### src/rtl/sao_deci_pkg.sv
// Shared types and constants for the SAO decision sequencer.
package sao_deci_pkg;

  localparam int unsigned EO_WIN = 4;
  localparam int unsigned NUM_EO = 4;

  typedef enum logic [2:0] {
    SaoOff = 3'd0,
    SaoEo0 = 3'd1,
    SaoEo1 = 3'd2,
    SaoEo2 = 3'd3,
    SaoEo3 = 3'd4,
    SaoBo  = 3'd5
  } sao_type_e;

  typedef enum logic [2:0] {
    StIdle,
    StClr,
    StRun,
    StDrain,
    StDecide,
    StOut
  } state_e;

endpackage

### src/rtl/sao_deci_min5.sv
// Signed 5-way minimum over EO0..EO3 and BO, lower index wins ties, non-negative -> OFF.
module sao_deci_min5
  import sao_deci_pkg::*;
#(
  parameter int unsigned DIST_W = 25
) (
  input  logic [DIST_W-1:0] eo0,
  input  logic [DIST_W-1:0] eo1,
  input  logic [DIST_W-1:0] eo2,
  input  logic [DIST_W-1:0] eo3,
  input  logic [DIST_W-1:0] bo,
  output logic [2:0]        idx,
  output logic [DIST_W-1:0] value
);

  logic signed [DIST_W-1:0] best;
  sao_type_e                sel;

  always_comb begin
    best = $signed(eo0);
    sel  = SaoEo0;
    // Strict less-than keeps the earlier candidate on a tie.
    if ($signed(eo1) < best) begin best = $signed(eo1); sel = SaoEo1; end
    if ($signed(eo2) < best) begin best = $signed(eo2); sel = SaoEo2; end
    if ($signed(eo3) < best) begin best = $signed(eo3); sel = SaoEo3; end
    if ($signed(bo)  < best) begin best = $signed(bo);  sel = SaoBo;  end

    if (!best[DIST_W-1]) begin
      idx   = SaoOff;
      value = '0;
    end else begin
      idx   = sel;
      value = best;
    end
  end

endmodule

### src/rtl/sao_deci_seq_ctrl.sv
// Per-CTB sequencer: clears, steps and captures the distortion accumulator per component,
// then picks OFF/EO/BO and hands each result downstream over valid/ready.
module sao_deci_seq_ctrl
  import sao_deci_pkg::*;
#(
  parameter int unsigned DIST_W   = 25,
  parameter int unsigned CNT_LAST = 24,
  parameter int unsigned NUM_COMP = 3
) (
  input  logic              clk,
  input  logic              arst_n,
  input  logic              start,
  input  logic              left_merge_avail,
  input  logic              upper_merge_avail,
  input  logic              dist_valid,
  output logic              dist_ready,
  output logic              accu_en,
  output logic              accu_rst_n,
  output logic [5:0]        accu_cnt,
  input  logic [5:0]        accu_cnt_r1,
  input  logic [DIST_W-1:0] dist_one_type,
  input  logic [DIST_W-1:0] dist_bo_type_best,
  input  logic [2:0]        best_bo_category,
  output logic              res_valid,
  input  logic              res_ready,
  output logic [1:0]        res_cidx,
  output logic [2:0]        res_type,
  output logic [2:0]        res_band,
  output logic [DIST_W-1:0] res_cost,
  output logic              res_merge_left,
  output logic              res_merge_up,
  output logic              busy,
  output logic              done
);

  state_e            state_q, state_d;
  logic [1:0]        cidx_q;
  logic [5:0]        cnt_q;
  logic              en_d1_q;
  logic [DIST_W-1:0] eo_cost_q [NUM_EO];
  logic [DIST_W-1:0] bo_cost_q;
  logic [2:0]        bo_band_q;
  logic              merge_left_q, merge_up_q, done_q;
  logic [2:0]        res_type_q, res_band_q;
  logic [DIST_W-1:0] res_cost_q;
  logic [2:0]        min_idx;
  logic [DIST_W-1:0] min_value;
  logic              cnt_last, last_comp, accept, start_ok;

  assign cnt_last  = (cnt_q == 6'(CNT_LAST));
  assign last_comp = (cidx_q == 2'(NUM_COMP - 1));
  assign accept    = res_valid & res_ready;
  // A start landing on the done cycle is dropped.
  assign start_ok  = start & ~done_q;

  always_ff @(posedge clk or negedge arst_n) begin
    if (!arst_n) state_q <= StIdle;
    else         state_q <= state_d;
  end

  always_comb begin
    state_d = state_q;
    unique case (state_q)
      StIdle:   if (start_ok) state_d = StClr;
      StClr:    state_d = StRun;
      StRun:    if (accu_en && cnt_last) state_d = StDrain;
      StDrain:  state_d = StDecide;
      StDecide: state_d = StOut;
      StOut:    if (accept) state_d = last_comp ? StIdle : StClr;
      default:  state_d = StIdle;
    endcase
  end

  always_comb begin
    dist_ready = (state_q == StRun);
    accu_en    = dist_valid & dist_ready;
    accu_rst_n = (state_q != StClr);
    accu_cnt   = cnt_q;
    res_valid  = (state_q == StOut);
    busy       = (state_q != StIdle);
    done       = done_q;
  end

  sao_deci_min5 #(
    .DIST_W (DIST_W)
  ) u_min5 (
    .eo0   (eo_cost_q[0]),
    .eo1   (eo_cost_q[1]),
    .eo2   (eo_cost_q[2]),
    .eo3   (eo_cost_q[3]),
    .bo    (bo_cost_q),
    .idx   (min_idx),
    .value (min_value)
  );

  always_ff @(posedge clk or negedge arst_n) begin
    if (!arst_n) begin
      cidx_q       <= '0;
      cnt_q        <= '0;
      en_d1_q      <= 1'b0;
      for (int k = 0; k < NUM_EO; k++) eo_cost_q[k] <= '0;
      bo_cost_q    <= '0;
      bo_band_q    <= '0;
      merge_left_q <= 1'b0;
      merge_up_q   <= 1'b0;
      done_q       <= 1'b0;
      res_type_q   <= '0;
      res_band_q   <= '0;
      res_cost_q   <= '0;
    end else begin
      en_d1_q <= accu_en;
      done_q  <= (state_q == StOut) && accept && last_comp;

      if (state_q == StIdle && start_ok) begin
        cidx_q       <= '0;
        merge_left_q <= left_merge_avail;
        merge_up_q   <= upper_merge_avail;
      end else if (state_q == StOut && accept && !last_comp) begin
        cidx_q <= cidx_q + 2'd1;
      end

      if (state_q == StClr)           cnt_q <= '0;
      else if (accu_en && !cnt_last)  cnt_q <= cnt_q + 6'd1;

      // accu_cnt_r1 holds across stalls, so only the cycle after a real enable may capture.
      if (state_q == StClr) begin
        for (int k = 0; k < NUM_EO; k++) eo_cost_q[k] <= '0;
        bo_cost_q <= '0;
        bo_band_q <= '0;
      end else if (en_d1_q) begin
        for (int k = 0; k < NUM_EO; k++) begin
          if (accu_cnt_r1 == 6'(EO_WIN * (k + 1))) eo_cost_q[k] <= dist_one_type;
        end
        if (accu_cnt_r1 == 6'(CNT_LAST)) begin
          bo_cost_q <= dist_bo_type_best;
          bo_band_q <= best_bo_category;
        end
      end

      if (state_q == StDecide) begin
        res_type_q <= min_idx;
        res_cost_q <= min_value;
        res_band_q <= (min_idx == SaoBo) ? bo_band_q : 3'd0;
      end
    end
  end

  assign res_cidx       = cidx_q;
  assign res_type       = res_type_q;
  assign res_band       = res_band_q;
  assign res_cost       = res_cost_q;
  assign res_merge_left = merge_left_q;
  assign res_merge_up   = merge_up_q;

endmodule
### config.mk
export PLATFORM = sky130hd
export DESIGN_NAME = sao_deci_seq_ctrl
export DESIGN_NICKNAME = d
export VERILOG_FILES = /design/src/rtl/sao_deci_pkg.sv /design/src/rtl/sao_deci_min5.sv /design/src/rtl/sao_deci_seq_ctrl.sv
export SDC_FILE = /design/constraint.sdc
export NUM_CORES = 1
export LEC_CHECK = 0
export ABC_CLOCK_PERIOD_IN_PS = 11900
export BUFFER_PORTS_ARGS = -buffer_cell sky130_fd_sc_hd__buf_4
export CAP_MARGIN = 20
export CORE_MARGIN = 2
export CORE_UTILIZATION = 35
export CTS_CLUSTER_SIZE = 12
export DETAILED_ROUTE_END_ITERATION = 16
export GPL_ROUTABILITY_DRIVEN = 0
export GPL_TIMING_DRIVEN = 0
export PLACE_DENSITY = 0.53
export SYNTH_ARGS = -nofsm -noshare
export SYNTH_HDL_FRONTEND = slang
export SYNTH_SLANG_ARGS = --single-unit
### constraint.sdc
create_clock -name clk -period 11.9 [get_ports clk]
set_input_delay 2.38 -clock clk [delete_from_list [all_inputs] [get_ports clk]]
set_output_delay 2.38 -clock clk [all_outputs]
set_load 0.05 [all_outputs]
==> metrics.log <==
INFO  metric fmax = 88.1 MHz
INFO  metric dp_hpwl = 25600 um
INFO  metric power_density_over_cell_area = 175 nW/um^2
INFO  metric synth-seq-area-share = 40.7%
INFO  metric timing.hold.worst.start = bo_band_q[1]
INFO  metric path_depth = 40
INFO  metric dpl-instance-area = 12100 sq um
INFO  metric tritoncts_num_sinks = 174
INFO  metric synthCells = 1228
INFO  metric port_buffers = 110
INFO  metric synth_cell_types = 62
INFO  metric post_drt_wl_per_cell = 18.9 um
INFO  metric cap_violations = 0
INFO  metric ioPinCount = 113
INFO  metric ys_dominant_reg_cell = sky130_fd_sc_hd__dfrtp_1
INFO  metric criticalPathCategory = flip-flop to flip-flop
INFO  metric run_status = completed
INFO  metric insertion_delay = 0.45 ns
INFO  metric start_util = 35.3%
INFO  metric grt_pass1_wl = 51600 um
INFO  metric antenna_found_initial = 0
INFO  metric critPathSlowestCell = sky130_fd_sc_hd__or4_1
INFO  metric rsz0062_at_grt = no
INFO  metric synth_fp_nets = 1393
INFO  metric seq_cells_post_synth = 174
INFO  metric flow.area_growth_from_synthesis = 19.3%
INFO  metric worstMarginPinSlew = 0.781 ns
INFO  metric cts.htree.levels = 4
INFO  metric critPathBufInv = 8
INFO  metric postCtsHoldBufs = 0
INFO  metric hold_violations = 0
INFO  metric pin_count_of_the_biggest_net_entering_global_routing = 101
INFO  metric drt_first_pass_iters = 4
INFO  metric setup.worst_path.start_class = flip-flop
INFO  metric clk_path_buf_depth = 2
INFO  metric vdd_drop_max = 0.120 mV
INFO  metric detail_route.iter0.violations = 735
INFO  metric crit-reg2reg-capture = res_cost[11]
INFO  metric arrival = 11.72 ns
INFO  metric worstRegToRegCells = 40
INFO  metric synth-edff-count = 0
INFO  metric clock_skew = 0.0159 ns
INFO  metric detailroute.via_count = 9327
INFO  metric setup-tns-final = 0 ns
INFO  metric antenna_cells_inserted = 0
INFO  metric core_area = 30300 sq um
INFO  metric cpPeakStageDelay = 0.60 ns
INFO  metric fp-row-count = 64
INFO  metric max_slew_margin = 47.9%
INFO  metric yosys_synthesis_warning_count = 0
INFO  metric synth-async-reset-ratio = 100%
INFO  metric synthesis.area_per_instance = 8.72 sq um
INFO  metric synth.largest_area_cell = sky130_fd_sc_hd__dfrtp_1
INFO  metric wirelength = 33500 um
INFO  metric detail-route-antenna-nets = 0
INFO  metric grt_use_total = 21.4%
INFO  metric cts_inserted_buffers = 17
INFO  metric layout-drive-gt1-share = 13.5%
INFO  metric crit_path_end_kind = flip-flop
INFO  metric leakagePower = 0.00575 uW
INFO  metric timing.critical_path.fanout_max = 10
INFO  metric worst-r2r-setup-slack = 0.55 ns
INFO  metric final-max-slew-violation-count = 0
INFO  metric cell_class_contributing_the_biggest_share_of_worst_path_delay = simple AND/OR/NAND/NOR gates
INFO  metric cells_taking_the_most_area_after_synthesis = sky130_fd_sc_hd__dfrtp_1 41%, sky130_fd_sc_hd__ha_1 12%, sky130_fd_sc_hd__nand2_1 11%, sky130_fd_sc_hd__a21oi_1 7.2%, sky130_fd_sc_hd__mux2i_1 6.9%
INFO  metric path_clk_slew = 0.08 ns
INFO  metric die_x = 179 um
INFO  metric hold_path_class = flip-flop to flip-flop
INFO  metric viasPerCell = 5.27
INFO  metric cts_root_cell = sky130_fd_sc_hd__clkbuf_16
INFO  metric holdPathEnd = res_band[1]
INFO  metric finalCriticalPeriod = 11.35 ns
INFO  metric dieArea = 32000 sq um
INFO  metric final-setup-viol-count = 0
INFO  metric synth_top_cell_area_share = 40.7%
INFO  metric die_height = 179 um
INFO  metric grt_pass1_vias = 8834
INFO  metric grt.overflow.total = 0
INFO  metric crit_required = 12.27 ns
INFO  metric design_area = 12800 sq um
INFO  metric final.period_utilization = 95.4%
INFO  metric count_of_unresolved_drc_violations_after_routing = 0
INFO  metric final.fill_count = 3030
INFO  metric tritoncts = built
INFO  metric fin_nets = 1526
INFO  metric rr_startpoint = eo_cost_q[99]
INFO  metric min_delay_path_depth = 1
INFO  metric post_synth_design_cell_area = 10700 sq um
==> per-stage QoR <==
| stage | worst slack (ns) | power (uW) | utilization (%) | instances | hold slack (ns) |
|---|---|---|---|---|---|
| 2_1_floorplan | 2.63 | 1310 | - | 1228 | 0.466 |
| 3_3_place_gp | 0.334 | 1580 | 39.6 | 1734 | 0.474 |
| 3_5_place_dp | 0.212 | 1580 | 39.7 | 1735 | 0.486 |
| 4_1_cts | 0.163 | 2210 | 41.8 | 1767 | 0.509 |
| 5_1_grt | 0.0361 | 2320 | 42.1 | 1770 | 0.525 |
| 6_report | 0.550 | 2230 | 42.1 | 1770 | 0.508 |
==> routing by layer <==
metal,wire (um),vias to the layer above,share of wire (%),GRT usage [%]
met4,624,0,1.9,6.37
met3,1770,35,5.3,3.10
li1,-,4545,-,-
met1,15700,4474,47,30.5
met2,15400,273,46,33.6
met5,0,-,0,0
==> registers in the layout, indices dropped and copies added (netlist names) <==
signal and count:
eo_cost_q 100, bo_cost_q 25, res_cost 25, accu_cnt 6, bo_band_q 3, res_band 3, res_type 3, state_q 3
res_cidx 2, done 1, en_d1_q 1, res_merge_left 1, res_merge_up 1
==> cell usage in the layout (no fill, tap or decap), drive strengths merged, types with 5 or more instances in the layout <==
master  netlist  routed
o21ai        28      28
clkbuf       53      76
nor3         10      10
or3           5       5
mux2i        74      74
nand2b        6       6
nand4        43      43
nand3        33      33
and3          6       6
nand2       300     300
dfrtp       174     174
a211oi        7       7
a21oi       155     155
o21a          6       6
a21o          7       7
buf          17     128
ha           99      99
a32oi        25      25
nor2         30      30
inv          87      92
==> power breakdown <==
group / switching (uW) / total [uW] / internal (uW)
registers: 19.2 / 632 / 612
clock network: 269 / 623 / 354
logic: 625 / 975 / 350
total: 913 / 2230 / 1320
==> worst max path at each step <==
stage                             start            to  slack, ns
after floorplan           eo_cost_q[74]  res_cost[21]       2.63
after global placement    eo_cost_q[74]  res_cost[12]       0.33
after detailed placement  eo_cost_q[74]  res_cost[11]       0.21
after CTS                 eo_cost_q[74]  res_cost[11]       0.16
after global routing      eo_cost_q[99]   res_cost[8]       0.04
final                     eo_cost_q[99]  res_cost[11]       0.55
==> Yosys cell counts, types with 3 or more instances <==
cell type / n
sky130_fd_sc_hd__nor2b_1: 4
sky130_fd_sc_hd__nand2b_1: 6
sky130_fd_sc_hd__and2_1: 3
sky130_fd_sc_hd__o2111ai_1: 4
sky130_fd_sc_hd__inv_1: 87
sky130_fd_sc_hd__buf_4: 4
sky130_fd_sc_hd__o21ai_1: 6
sky130_fd_sc_hd__dfrtp_1: 174
sky130_fd_sc_hd__a22o_1: 3
sky130_fd_sc_hd__buf_6: 4
sky130_fd_sc_hd__or3_1: 5
sky130_fd_sc_hd__a21o_1: 7
sky130_fd_sc_hd__o21a_1: 6
sky130_fd_sc_hd__mux2i_1: 74
sky130_fd_sc_hd__and4_1: 3
sky130_fd_sc_hd__o21ai_0: 21
sky130_fd_sc_hd__a21oi_1: 155
sky130_fd_sc_hd__a211oi_1: 6
sky130_fd_sc_hd__nor3_1: 10
sky130_fd_sc_hd__clkbuf_1: 53
sky130_fd_sc_hd__nor2_1: 30
sky130_fd_sc_hd__xnor2_1: 3
sky130_fd_sc_hd__nand3_1: 32
sky130_fd_sc_hd__nand2_1: 300
sky130_fd_sc_hd__nand4_1: 43
sky130_fd_sc_hd__a32oi_1: 25
sky130_fd_sc_hd__and3_1: 6
sky130_fd_sc_hd__buf_2: 9
sky130_fd_sc_hd__a2111oi_0: 3
sky130_fd_sc_hd__ha_1: 99
==> what timing repair did <==
action                     4_1_cts  5_1_grt
setup buffers                    0        2
setup endpoints to repair        0       31
gates resized for setup          0       12
==> cell type report <==
class	count	area [sq um]	area share (%)
plain buffers	70	324	2.54
clock buffers	20	467	3.66
clock inverters	12	173	1.35
inverters	88	330	2.59
multi-input cells	896	5740	45.0
flip-flops and latches	174	4350	34.1
well taps	396	495	3.88
repair buffers	114	881	6.90
==> logic make-up after synthesis <==
logic type	share of synthesized area [%]
xor gates and xnor gates	0.666
buffers and inverters	6.07
adders and majority gates	11.6
and+or+nand+nor	19.1
muxes	7.41
AOI/OAI and AO/OA	14.5
DFF	40.7
Power figures use the tool's default switching activity.
